## src/rtl/mem_port_arbiter.sv

```systemverilog
// mem_port_arbiter
// Shares one busywait-style backing memory among N_PORTS cache ports.
// Round-robin grant, one transfer in flight, per-access watchdog with a
// sticky timeout flag. Each port sees the same read/write/busywait handshake
// it would see from a private memory.
module mem_port_arbiter #(
    parameter int N_PORTS = 2,
    parameter int ADDR_W  = 6,
    parameter int DATA_W  = 32,
    parameter int TIMEOUT = 255
) (
    input  logic                        CLK,
    input  logic                        RESET,
    input  logic [N_PORTS-1:0]          port_read,
    input  logic [N_PORTS-1:0]          port_write,
    input  logic [N_PORTS*ADDR_W-1:0]   port_address,
    input  logic [N_PORTS*DATA_W-1:0]   port_writedata,
    output logic [DATA_W-1:0]           port_readdata,
    output logic [N_PORTS-1:0]          port_busywait,
    output logic                        mem_read,
    output logic                        mem_write,
    output logic [ADDR_W-1:0]           mem_address,
    output logic [DATA_W-1:0]           mem_writedata,
    input  logic [DATA_W-1:0]           mem_readdata,
    input  logic                        mem_busywait,
    output logic                        timeout_err
);

    localparam int PTR_W = (N_PORTS > 1) ? $clog2(N_PORTS) : 1;
    localparam int CNT_W = $clog2(TIMEOUT + 1);

    localparam logic [PTR_W-1:0] PTR_LAST = PTR_W'(N_PORTS - 1);
    localparam logic [CNT_W-1:0] CNT_ZERO = CNT_W'(0);
    localparam logic [CNT_W-1:0] CNT_ONE  = CNT_W'(1);
    localparam logic [CNT_W-1:0] CNT_TWO  = CNT_W'(2);
    localparam logic [CNT_W-1:0] CNT_MAX  = CNT_W'(TIMEOUT);

    typedef enum logic [1:0] {
        ST_IDLE   = 2'd0,
        ST_ACCESS = 2'd1,
        ST_RESP   = 2'd2
    } state_t;

    // Port index reached by stepping 'off' places past 'base', wrapping.
    function automatic logic [PTR_W-1:0] f_wrap_idx(input logic [PTR_W-1:0] base,
                                                   input int               off);
        return PTR_W'((int'(base) + off) % N_PORTS);
    endfunction

    state_t                 r_state;
    state_t                 w_state_nxt;
    logic [PTR_W-1:0]       r_rr_ptr;
    logic [PTR_W-1:0]       r_grant;
    logic [CNT_W-1:0]       r_cnt;
    logic                   r_mem_read;
    logic                   r_mem_write;
    logic [ADDR_W-1:0]      r_mem_address;
    logic [DATA_W-1:0]      r_mem_writedata;
    logic [DATA_W-1:0]      r_port_readdata;
    logic                   r_timeout_err;

    logic [N_PORTS-1:0]     w_req;
    logic                   w_grant_found;
    logic [PTR_W-1:0]       w_grant_idx;
    logic [PTR_W-1:0]       w_cand;
    logic                   w_sel_write;
    logic [ADDR_W-1:0]      w_sel_addr;
    logic [DATA_W-1:0]      w_sel_wdata;
    logic                   w_do_grant;
    logic                   w_do_done;
    logic                   w_do_timeout;

    assign w_req       = port_read | port_write;
    assign w_sel_write = port_write[w_grant_idx];
    assign w_sel_addr  = port_address[int'(w_grant_idx)*ADDR_W +: ADDR_W];
    assign w_sel_wdata = port_writedata[int'(w_grant_idx)*DATA_W +: DATA_W];

    assign mem_read      = r_mem_read;
    assign mem_write     = r_mem_write;
    assign mem_address   = r_mem_address;
    assign mem_writedata = r_mem_writedata;
    assign port_readdata = r_port_readdata;
    assign timeout_err   = r_timeout_err;

    // Round-robin search: first requester after the last granted port.
    always_comb begin
        w_grant_found = 1'b0;
        w_grant_idx   = '0;
        w_cand        = '0;
        for (int k = 1; k <= N_PORTS; k++) begin
            w_cand = f_wrap_idx(r_rr_ptr, k);
            if (!w_grant_found && w_req[w_cand]) begin
                w_grant_found = 1'b1;
                w_grant_idx   = w_cand;
            end else begin
                w_grant_found = w_grant_found;
            end
        end
    end

    // Stall every requester except the one whose response cycle this is.
    always_comb begin
        port_busywait = '0;
        for (int i = 0; i < N_PORTS; i++) begin
            port_busywait[i] = w_req[i] & ~((r_state == ST_RESP) && (r_grant == PTR_W'(i)));
        end
    end

    // Next-state decode and the one-cycle control strobes that drive the datapath.
    always_comb begin
        w_state_nxt  = r_state;
        w_do_grant   = 1'b0;
        w_do_done    = 1'b0;
        w_do_timeout = 1'b0;
        case (r_state)
            ST_IDLE: begin
                if (w_grant_found) begin
                    w_do_grant  = 1'b1;
                    w_state_nxt = ST_ACCESS;
                end else begin
                    w_state_nxt = ST_IDLE;
                end
            end
            ST_ACCESS: begin
                // The memory gets one cycle to raise busywait before a low
                // busywait can be trusted as completion.
                if ((r_cnt >= CNT_TWO) && !mem_busywait) begin
                    w_do_done   = 1'b1;
                    w_state_nxt = ST_RESP;
                end else if (r_cnt >= CNT_MAX) begin
                    w_do_timeout = 1'b1;
                    w_state_nxt  = ST_RESP;
                end else begin
                    w_state_nxt = ST_ACCESS;
                end
            end
            ST_RESP: begin
                w_state_nxt = ST_IDLE;
            end
            default: begin
                w_state_nxt = ST_IDLE;
            end
        endcase
    end

    // State register.
    always_ff @(posedge CLK or negedge RESET) begin
        if (!RESET) begin
            r_state <= ST_IDLE;
        end else begin
            r_state <= w_state_nxt;
        end
    end

    // Grant latching, memory strobes, access counter, read return and watchdog flag.
    always_ff @(posedge CLK or negedge RESET) begin
        if (!RESET) begin
            r_rr_ptr        <= PTR_LAST;
            r_grant         <= '0;
            r_cnt           <= CNT_ZERO;
            r_mem_read      <= 1'b0;
            r_mem_write     <= 1'b0;
            r_mem_address   <= '0;
            r_mem_writedata <= '0;
            r_port_readdata <= '0;
            r_timeout_err   <= 1'b0;
        end else begin
            if (w_do_grant) begin
                r_grant         <= w_grant_idx;
                r_rr_ptr        <= w_grant_idx;
                r_mem_read      <= ~w_sel_write;
                r_mem_write     <= w_sel_write;
                r_mem_address   <= w_sel_addr;
                r_mem_writedata <= w_sel_wdata;
                r_cnt           <= CNT_ONE;
            end else if (w_do_done) begin
                if (r_mem_read) begin
                    r_port_readdata <= mem_readdata;
                end else begin
                    r_port_readdata <= r_port_readdata;
                end
                r_mem_read  <= 1'b0;
                r_mem_write <= 1'b0;
            end else if (w_do_timeout) begin
                r_timeout_err <= 1'b1;
                r_mem_read    <= 1'b0;
                r_mem_write   <= 1'b0;
            end else if (r_state == ST_ACCESS) begin
                r_cnt <= r_cnt + CNT_ONE;
            end else begin
                r_cnt <= r_cnt;
            end
        end
    end

endmodule

```

## config.mk

```make
export PLATFORM = sky130hd
export DESIGN_NAME = mem_port_arbiter
export DESIGN_NICKNAME = d
export VERILOG_FILES = /design/src/rtl/mem_port_arbiter.sv
export SDC_FILE = /design/constraint.sdc
export NUM_CORES = 1
export LEC_CHECK = 0
export BUFFER_PORTS_ARGS = -buffer_cell sky130_fd_sc_hd__buf_2
export CAP_MARGIN = 30
export CORE_UTILIZATION = 51
export CTS_BUF_LIST = sky130_fd_sc_hd__clkbuf_8
export CTS_CLUSTER_DIAMETER = 100
export DETAILED_ROUTE_END_ITERATION = 12
export GPL_TIMING_DRIVEN = 0
export PLACE_DENSITY = 0.95
export SETUP_SLACK_MARGIN = 0.02
export SYNTH_ARGS = -nofsm -noshare
export SYNTH_HDL_FRONTEND = slang
export SYNTH_SLANG_ARGS = --single-unit
```

## constraint.sdc

```tcl
create_clock -name CLK -period 3.19 [get_ports CLK]
set_input_delay 0.319 -clock CLK [delete_from_list [all_inputs] [get_ports CLK]]
set_output_delay 0.319 -clock CLK [all_outputs]
set_load 0.02 [all_outputs]
```

==> results.tsv <==
stage	metric	value	unit
status	outcome	finished, final reports clean	
clock_network	numClockSinks	85	
critical_path	cp-start-kind	flop	
sta	period_needed	2070	ps
sta	worstMarginPinSlew	787	ps
detailed_routing	antenna_left	0	
floorplan	io_pins	190	
pwr	ir_drop	0.439	mV
global_route	antenna_found_initial	0	
sta	fmax	0.484	GHz
finish	syn2layout_area_growth	34.1	%
finish	diodes	0	
critical_path	worstPathMaxFanout	10	
pwr	p_sw_share	41.8	%
sta	rsz0062_at_grt	no	
synth	synth_cell_types	41	
sta	final.period_utilization	64.8	%
synth	synth.yosys.warnings	0	
min_path	worstHoldPathType	in2reg	
global_route	grt_overflow	0	
floorplan	fp.dieH	89.5	um
finish	final_cell_area	0.00523	mm2
pwr	p_leak	2.74	nW
synth	yosys-top-cells-area	dfrtp_1 (54%), mux2_4 (12%), mux2i_1 (11%)	
clock_network	ctsHtreeMaxLevel	3	
finish	finalNetCount	636	
synth	ys.flop_type	dfrtp_1	
detailed_routing	vias	3270	
detailed_routing	dr.pass1.iters	4	
detailed_routing	viasPerCell	5.25	
pwr	p_int	3.11	mW
clock_network	cts_made_buffers	9	
pwr	p_switching	2.23	mW
floorplan	start_util	53.2	%
sta	setup_viol	0	
clock_network	cts_tree	done	
synth	syn_avg_cell_area	12.3	um2
floorplan	num_rows	31	
sta	skew	15.9	ps
detailed_routing	wl_per_cell	15.7	um
sta	fin_tns_setup	0	ps
finish	multi_input_area	0.00162	mm2
floorplan	die_w	89.5	um
placement	pre_cts_slack	1100	ps
synth	synth_area_leader_cell	dfrtp_1	
finish	drive_above_1_share	48.1	%
job	cap_violations	0	
clock_network	post_cts_buffers	0	
synth	synth_fp_nets	434	
detailed_routing	drt_iter0_markers	202	
critical_path	crit_path_end_kind	flop	
synth	ys_async_sr_fraction	100	%
synth	synth-edff-count	0	
global_route	grt_usage	23.7	%
critical_path	reg2reg_slack	1120	ps
clock_network	worstSkewPairLatency	350	ps
synth	synth.cell_area	0.00390	mm2
global_route	grt_pass1_wl	14100	um
clock_network	cts_buffer_depth	2	
synth	synth_seq_area_share	54.6	%
floorplan	dieArea	0.00800	mm2
placement	portBuffers	189	
placement	placed_cell_area	0.00500	mm2
synth	synthCells	317	
clock_network	clk_pin_slew	100	ps
global_route	grt_pass1_vias	3030	
placement	gp_congestion	0.849	
pwr	pwr-share-seq	35.2	%
placement	dp_hpwl	7410	um
critical_path	critPathKind	reg2reg	
pwr	p_clk_share	15.9	%
synth	synth_top_area_share	53.9	%
finish	n_fill_cell	518	
synth	yosysMostFrequentCell	dfrtp_1	
global_route	grt_max_degree	79	
pwr	powerDensity	1020	mW/mm2
sta	report.final.slew_viol_count	0	
synth	synth_common_cells	dfrtp_1 (84), nand2_1 (52), mux2i_1 (44)	
synth	synth_seq_cells	85	
sta	maxSlewHeadroom	47.5	%
detailed_routing	route.detailed.drc	0	
detailed_routing	drt-total-wl	9780	um
sta	setup_ws	1120	ps
floorplan	core_area	0.00733	mm2
critical_path	crit_required	3420	ps
clock_network	clock_tree.root_cell	clkbuf_8	
sta	hold_violations	0	
pwr	p_comb_share	49.0	%
critical_path	cp.arrival	2290	ps
finish	ff_latch_area	0.00213	mm2
==> final timing paths <==
check / startpoint / endpoint / depth (start not counted)
min in group asynchronous: RESET / port_readdata[17] / 2
worst min-delay path: mem_readdata[17] / port_readdata[17] / 2
worst min register to register: mem_writedata[20] / mem_writedata[20] / 2
worst max-delay path: r_cnt[1] / port_readdata[16] / 7
worst max register to register: r_cnt[1] / port_readdata[16] / 7
max in group asynchronous: RESET / r_rr_ptr / 3
==> cell families (layout without fill, tap and decap cells) <==
group           count (synthesis)  after routing  share of synthesized area, %
compound gates                 56             56                          7.99
fa+ha+maj                       2              2                         0.641
buf+inv                        22            229                          3.85
flops                          85             85                          54.6
mux                            76             76                          23.4
simple gates                   76             76                          9.56
==> repair_timing <==
item / in CTS / in global routing
resized for setup: 0 / 0
hold buffers: 1 / 0
endpoints found under the hold margin: 7 / 0
==> layout make-up <==
type                       instances  area share [%]
tap                               99            2.37
timing repair buffer             191            18.8
sequential                        85            40.7
clock buffer                       9            2.37
clock inverter                     7            1.87
buffer                            17            2.51
inverter                           5           0.359
multi-input combinational        210            31.0
==> layer usage <==
metal | share of wire (%) | track usage, % | up-vias
met5 | 0 | 0 | -
met4 | 2.0 | 8.80 | 0
met3 | 6.7 | 4.80 | 22
met2 | 52 | 43.8 | 150
met1 | 39 | 27.2 | 1574
li1 | - | - | 1524
==> per-stage QoR <==
stage | instances | utilization, % | hold slack [ps] | power, mW
after floorplan | 317 | - | 23.4 | 3.63
after global placement | 605 | 67.8 | 444 | 4.39
after detailed placement | 606 | 68.2 | 153 | 4.52
after CTS | 623 | 71.4 | 191 | 5.37
after global routing | 623 | 71.4 | 190 | 5.69
final | 623 | 71.4 | 192 | 5.34
==> layout by cell type (no fill, tap or decap), types with 2 or more instances in the layout <==
master       n
bufinv_16    2
buf_1        6
inv_1        6
nand2_1     52
buf_2      194
a21oi_1      2
nor3_1       2
nor4_4       2
mux2i_1     44
mux2_1       2
mux2_4      30
buf_12       3
nor2_1       5
dfrtp_1     84
or4_1        2
o21ai_1     42
ha_1         2
buf_4        2
inv_6        3
a31oi_1      3
nand2b_1     2
clkbuf_8     9
==> registers in the layout, indices dropped and copies added (netlist names) <==
signal	flops
r_cnt	8
r_state	2
timeout_err	1
r_grant	1
mem_address	6
mem_read	1
mem_writedata	32
mem_write	1
port_readdata	32
r_rr_ptr	1
==> worst max-delay path: stages, from the launching register on <==
cell and delay (ps):
dfrtp_1 470, ha_1 240, nor4_4 50, a21oi_2 350, and3_1 230, buf_6 150, buf_12 150, mux2_4 310
==> power groups by stage <==
stage	clock (mW)	sequential [mW]	combinational [mW]
floorplan	0	2.43	1.20
global placement	0	1.85	2.54
global route	0.914	1.94	2.83
CTS	0.858	1.88	2.64
finish	0.847	1.88	2.62
detailed placement	0	1.89	2.63
No activity file was read; power rests on OpenSTA's default activity.
